[src/rtl/core_pkg.sv]
// rtl/core_pkg.sv - shared types for the decode hazard/forwarding controller
//
// Purpose : register address type, forward-select encoding, scoreboard entry
//           and the slot-to-select mapping used by hazard_match.
// Contents: SB_DEPTH, addr_t, rs_t, sb_entry_t, slot_sel().
package core;

  // Slots tracked ahead of decode: execute, memory, writeback.
  localparam int SB_DEPTH = 3;

  typedef logic [4:0] addr_t;

  // REG is the register-file read path (no forwarding).
  typedef enum logic [1:0] {
    REG = 2'd0,
    ALU = 2'd1,
    EXE = 2'd2,
    MEM = 2'd3
  } rs_t;

  typedef struct packed {
    logic  vld;
    addr_t rd;
    logic  ld;
  } sb_entry_t;

  // Index 0 is slot1 (execute), which forwards alu_data; deeper slots follow.
  function automatic rs_t slot_sel(input int k);
    case (k)
      0:       return ALU;
      1:       return EXE;
      default: return MEM;
    endcase
  endfunction

endpackage

[src/rtl/hazard_match.sv]
// rtl/hazard_match.sv - per-source-register forward select and load-use hazard
//
// Purpose : finds the nearest scoreboard slot writing the source register and
//           turns it into a forward select, or a hazard when that slot is a
//           load whose data is not yet available.
// Ports   : slots_i  scoreboard, index 0 = slot1 (nearest)
//           rs_i     source register address
//           uses_i   instruction actually reads rs_i
//           sel_o    forward select (REG when no match or on hazard)
//           hazard_o winning slot is a load younger than LOAD_FWD_SLOT
module hazard_match
  import core::*;
#(
  parameter int LOAD_FWD_SLOT = 3
) (
  input  sb_entry_t [SB_DEPTH-1:0] slots_i,
  input  addr_t                    rs_i,
  input  logic                     uses_i,
  output rs_t                      sel_o,
  output logic                     hazard_o
);

  // Walk from the farthest slot to the nearest so the nearest match overrides.
  always_comb begin
    sel_o    = REG;
    hazard_o = 1'b0;
    for (int k = SB_DEPTH - 1; k >= 0; k--) begin
      if (uses_i && (rs_i != '0) && slots_i[k].vld && (slots_i[k].rd == rs_i)) begin
        if (slots_i[k].ld && ((k + 1) < LOAD_FWD_SLOT)) begin
          sel_o    = REG;
          hazard_o = 1'b1;
        end else begin
          sel_o    = slot_sel(k);
          hazard_o = 1'b0;
        end
      end
    end
  end

endmodule

[src/rtl/hazard_control.sv]
// rtl/hazard_control.sv - decode-stage hazard and forwarding controller
//
// Purpose : 3-slot shift scoreboard of destination registers ahead of decode;
//           drives rs1/rs2 forward selects and stalls decode on load-use.
// Ports   : aclk, aresetn (sync, active low), pipe_ready (scoreboard advance),
//           id_* decoded instruction fields, flush (kill decode),
//           rs1_sel/rs2_sel forward selects, stall (hold decode, bubble out).
// Option  : HAZARD_STATS_EN adds stall_cycles and fwd_events counters.
module hazard_control
  import core::*;
#(
  parameter int LOAD_FWD_SLOT = 3,
  parameter int CNT_W         = 32
) (
  input  logic             aclk,
  input  logic             aresetn,
  input  logic             pipe_ready,
  input  logic             id_valid,
  input  addr_t            id_rs1,
  input  addr_t            id_rs2,
  input  addr_t            id_rd,
  input  logic             id_uses_rs1,
  input  logic             id_uses_rs2,
  input  logic             id_writes_rd,
  input  logic             id_is_load,
  input  logic             flush,
  output rs_t              rs1_sel,
  output rs_t              rs2_sel,
  output logic             stall
`ifdef HAZARD_STATS_EN
  ,
  output logic [CNT_W-1:0] stall_cycles,
  output logic [CNT_W-1:0] fwd_events
`endif
);

  sb_entry_t [SB_DEPTH-1:0] sb_q, sb_d;
  logic                     hz_rs1, hz_rs2;

  hazard_match #(.LOAD_FWD_SLOT(LOAD_FWD_SLOT)) u_match_rs1 (
    .slots_i (sb_q),
    .rs_i    (id_rs1),
    .uses_i  (id_uses_rs1),
    .sel_o   (rs1_sel),
    .hazard_o(hz_rs1)
  );

  hazard_match #(.LOAD_FWD_SLOT(LOAD_FWD_SLOT)) u_match_rs2 (
    .slots_i (sb_q),
    .rs_i    (id_rs2),
    .uses_i  (id_uses_rs2),
    .sel_o   (rs2_sel),
    .hazard_o(hz_rs2)
  );

  // A flush kills the decode instruction, so it never waits on a hazard.
  assign stall = id_valid & ~flush & (hz_rs1 | hz_rs2);

  // Stalled or flushed decode enters slot1 as a bubble; x0 writes never track.
  always_comb begin
    sb_d = sb_q;
    if (pipe_ready) begin
      for (int k = SB_DEPTH - 1; k >= 1; k--) begin
        sb_d[k] = sb_q[k-1];
      end
      sb_d[0].vld = id_valid & ~stall & ~flush & id_writes_rd & (id_rd != '0);
      sb_d[0].rd  = id_rd;
      sb_d[0].ld  = id_is_load;
    end
  end

  always_ff @(posedge aclk) begin
    if (!aresetn) begin
      sb_q <= '0;
    end else begin
      sb_q <= sb_d;
    end
  end

`ifdef HAZARD_STATS_EN
  logic [CNT_W-1:0] stall_cycles_q, stall_cycles_d;
  logic [CNT_W-1:0] fwd_events_q, fwd_events_d;

  always_comb begin
    stall_cycles_d = stall_cycles_q;
    fwd_events_d   = fwd_events_q;
    if (stall && pipe_ready) begin
      stall_cycles_d = stall_cycles_q + 1'b1;
    end
    if (id_valid && !stall && pipe_ready && ((rs1_sel != REG) || (rs2_sel != REG))) begin
      fwd_events_d = fwd_events_q + 1'b1;
    end
  end

  always_ff @(posedge aclk) begin
    if (!aresetn) begin
      stall_cycles_q <= '0;
      fwd_events_q   <= '0;
    end else begin
      stall_cycles_q <= stall_cycles_d;
      fwd_events_q   <= fwd_events_d;
    end
  end

  assign stall_cycles = stall_cycles_q;
  assign fwd_events   = fwd_events_q;
`endif

endmodule

[config.mk]
export PLATFORM = sky130hd
export DESIGN_NAME = hazard_control
export DESIGN_NICKNAME = d
export VERILOG_FILES = /design/src/rtl/core_pkg.sv /design/src/rtl/hazard_match.sv /design/src/rtl/hazard_control.sv
export SDC_FILE = /design/constraint.sdc
export NUM_CORES = 1
export LEC_CHECK = 0
export BUFFER_PORTS_ARGS = -buffer_cell sky130_fd_sc_hd__buf_2
export CORE_ASPECT_RATIO = 0.7
export CORE_MARGIN = 2
export CORE_UTILIZATION = 53
export CTS_CLUSTER_SIZE = 10
export DETAILED_ROUTE_END_ITERATION = 10
export HOLD_SLACK_MARGIN = 0.15
export PLACE_DENSITY = 0.84
export SETUP_SLACK_MARGIN = 0.5
export SYNTH_ARGS = -nofsm -noshare
export SYNTH_HDL_FRONTEND = slang
export SYNTH_HIERARCHICAL = 1
export SYNTH_SLANG_ARGS = --single-unit
[constraint.sdc]
create_clock -name aclk -period 2 [get_ports aclk]
set_input_delay 0.2 -clock aclk [delete_from_list [all_inputs] [get_ports aclk]]
set_output_delay 0.2 -clock aclk [all_outputs]
set_load 0.02 [all_outputs]
-- Yosys cells after proc, flatten, opt, wreduce, memory -nomap -nowiden
Cells that the tools add are included.
W data, S select, Z words.
- eq/ne operators: 6
- multiplexer cells: 14
- bitwise logic cells: 9
- reductions and logical operators: 17
- operators with widths (kind ; number):
    $eq A5 B5 Y1 ; 6
    $reduce_bool A5 Y1 ; 3
    $logic_and A1 B1 Y1 ; 14
    $mux W2 ; 7
    $mux W1 ; 7
    $and A1 B1 Y1 ; 6
    $not A1 Y1 ; 2
    $or A1 B1 Y1 ; 1
- register bits after elaboration: 20
- input port bits: 24
- output and inout bits: 5
- word-level logic and storage cells: 54

-- Depth between registers and ports, before layout
- depth in word-level cells: 13
- gate-level depth with buffers: 8
- depth with buffers taken out: 8

-- Cells and area by module
Netlist, hierarchy kept.
- by module, submodules not included (module ; times used ; cells an instance ; area each (um^2) ; sequential area each (um^2)):
    hazard_control ; 1 ; 73 ; 820.8 ; 420.4
    hazard_match ; 2 ; 32 ; 249.0 ; 0.0

-- Worst setup path after synthesis
No wires, ideal clock.
- kind: register to output
- from: register sb_q[8] (netlist name)
- to: output stall
- arrival: 1.763 ns
- data required time: 1.800 ns
- path slack: 0.037 ns
- cell stages (with the launch flop): 8
- buffers on the path: 0
- path through: dfxtp_1 > xor2_1 > nor4_1 > nand3_1 > nand2b_1 > o22ai_1 > nor2_1 > nor3b_1
- cells in the longest elaborated chain, start to end: 6
- elaborated cells on any way between the ends: 10
- those cells by class: 2 x eq/ne; 4 x mux; 2 x bitwise; 2 x reduce/logical
- RTL lines (item ; RTL line ; source):
    from (decl) ; hazard_control.sv:37 ; sb_entry_t [SB_DEPTH-1:0] sb_q, sb_d;
    from (signal assigned) ; hazard_control.sv:74 ; sb_q <= '0;
    from (signal assigned) ; hazard_control.sv:76 ; sb_q <= sb_d;
    $eq A5 B5 Y1 ; hazard_match.sv:28 ; if (uses_i && (rs_i != '0) && slots_i[k].vld && (slots_i[k].rd == rs_i)) begin
    $logic_and A1 B1 Y1 ; hazard_match.sv:28 ;
    $mux W1 (2 in series) ; hazard_match.sv:28 ;
    named net hz_rs2 ; hazard_control.sv:38 ; logic hz_rs1, hz_rs2;
    $or A1 B1 Y1 ; hazard_control.sv:57 ; assign stall = id_valid & ~flush & (hz_rs1 | hz_rs2);
    $and A1 B1 Y1 ; hazard_control.sv:57 ;
    to (decl) ; hazard_control.sv:29 ; output logic stall
The timed path passes the listed nets, and every way through them passes these cells.

-- Final worst setup path
- from: register sb_q[12] (netlist name)
- to: output rs1_sel[0]
- cells in the longest elaborated chain, start to end: 4
- RTL lines (item ; RTL line ; source):
    $eq A5 B5 Y1 ; hazard_match.sv:28 ;
    $logic_and A1 B1 Y1 ; hazard_match.sv:28 ;
    $mux W2 (2 in series) ; hazard_match.sv:28 ;
    to (decl) ; hazard_control.sv:27 ; output rs_t rs1_sel,
Every way passes these cells.

==> key figures <==
Run status
  • Status: finished with violations
  • Failing checks: negative setup slack

Global routing
  • Pin count of the biggest net entering global routing: 22
  • Total grt overflow: 0
  • Number of global-route vias before repair: approximately 1,100
  • Global-route wire length before repair: 5.06 mm
  • Initial antenna violation count: 0
  • GRT Util Overall: 23.7%

Place
  • Worst slack at placement: ~0.088 ns
  • Final Wtd Congestion: 0.908
  • Placed cell area: approximately 1500 µm²
  • Placed cell count: 192
  • Port Buffers: 28

Clock network
  • Root Driver: clkbuf_4
  • Worst skew pair latency: 0.31 ns
  • CTS max path bufs: 2
  • Num CTS Buffers: 3
  • CTS Hold Bufs: 0
  • Worst-path clk slew: 0.12 ns
  • Htree depth: 1
  • Clk sink count: 20
  • TritonCTS clock tree: yes

Floorplanning
  • Core Box Area: 2220 µm²
  • Io pins: 29
  • Die footprint: 2840 µm²
  • Initial Utilization: 57.6%
  • Row count: 14
  • Die Span Y: between 40 and 50 µm
  • Die width: 62.8 µm

Route
  • Post-route antenna net violation count: 0
  • Initial DRC Count: 47
  • Vias per inst: 5.62
  • Via Count: around 1,100
  • Routed wire length: 3.24 mm
  • Remaining DRCs: 0
  • First-pass DRT Iterations: 4
  • Wire length per cell: ~16 µm

Final layout
  • Post-route cell area: between 1500 and 2000 µm²
  • Largest register FFs: 20
  • Finished Core Util: 73.6%
  • Syn-to-layout area delta: 27.6%
  • Number of diodes: 0
  • Commonest cells after routing, fill and taps aside: buf_2, xor2_1, mux2i_1, nor2b_1, dfxtp_1
  • Final #Nets: 191
  • Biggest regs: sb_q (20)
  • Top reg by flops: sb_q
  • Final cell count without fillers: 198
  • Share of cells above drive strength 1: 36.7%

STA
  • # setup viols final: 5
  • RSZ-0062 raised after global routing: yes
  • Worst rel slew slack: between 60 and 70%
  • Max Clock Skew: 0.00353 ns
  • Crit share post-route: 112%
  • Tmin final: 2.25 ns
  • Worst-Margin Slew: 0.593 ns
  • Post-Route Setup TNS: -0.951 ns
  • Final hold slack: 0.156 ns
  • Final setup margin: -0.248 ns
  • Fmax: approximately 440 MHz
  • Slew Viols, Final: 0
  • Fin. Hold Viols: 0

Flow run
  • Max-Cap Viols: 0

Synthesis
  • Synthesis Warnings: 6
  • Avg Cell Area, Syn: 9.57 µm²
  • Post-Syn Instances: 134
  • Post-Syn Nets: 158
  • Synthesized cell area: 1280 µm²

Worst setup path
  • CP Capture Type: output pin
  • Worst EP required: 1.80 ns
  • CP arrival: 2.05 ns
  • CP Max Fanout: 4
  • Startpoint types: flip-flop
  • CP cell instances: xor2_2 > nor4_2 > nand3_1 > buf_4 > buf_6 > and3b_1 > o21a_2 > buf_6
  • Slowest-stage cell, CP: dfxtp_4
  • Worst path most repeated cell: buf_6
  • Crit-path max cell delay: about 0.38 ns
  • Setup CP Type: flip-flop to output pin

Hold path
  • Hold Crit Class: primary input to flip-flop

Pwr
  • Tot Pwr: between 0.9 and 1 mW
  • Leak: 0.734 nW
  • Maximum vdd drop: 322 µV
  • Pwr Density: 557 nW/µm²
==> repair_timing <==
item	CTS	global route
buffers inserted	1	1
resized for setup	15	15
pin swaps	11	10
setup endpoints to repair	6	6
==> final cells by class <==
class                      instances  area (µm²)
clock inverter                     1        30.0
fill                             167         588
sequential                        20         420
timing repair buffer              33         209
tap                               32        40.0
multi-input combinational        109         915
clock buffer                       3        22.5
==> critical path, delay by kind of cell, from the launching register on <==
kind	cells	cell delay, ns
compound gates	1	0.19
xor+xnor	1	0.14
flops	1	0.38
buf+inv	3	0.39
simple gates	3	0.63
==> final timing paths <==
kind | slack [ns] | end | from | cells after the start
setup reg to reg | 0.30 | sb_q[6] | sb_q[3] | 8
setup / recovery | -0.25 | rs1_sel[0] | sb_q[12] | 8
hold / removal | 0.16 | sb_q[0] | id_is_load | 3
hold reg to reg | 0.55 | sb_q[6] | sb_q[6] | 2
==> power by group <==
part	internal, mW	leakage (nW)	total, mW	switching, mW
clock network	0.203	0.0279	0.333	0.130
logic	0.0717	0.539	0.148	0.0766
registers	0.410	0.167	0.431	0.0205
==> routing by layer <==
| layer | wire (µm) | vias to the layer above | track usage, % | part of all wire, % |
|---|---|---|---|---|
| met5 | 0 | - | 0 | 0 |
| met4 | 46 | 0 | 7.11 | 1.4 |
| met3 | 266 | 8 | 5.99 | 8.2 |
| met2 | 1560 | 58 | 43.2 | 48 |
| met1 | 1360 | 515 | 28.3 | 42 |
| li1 | - | 532 | - | - |
Note: power is estimated with default switching activity, not from simulation.
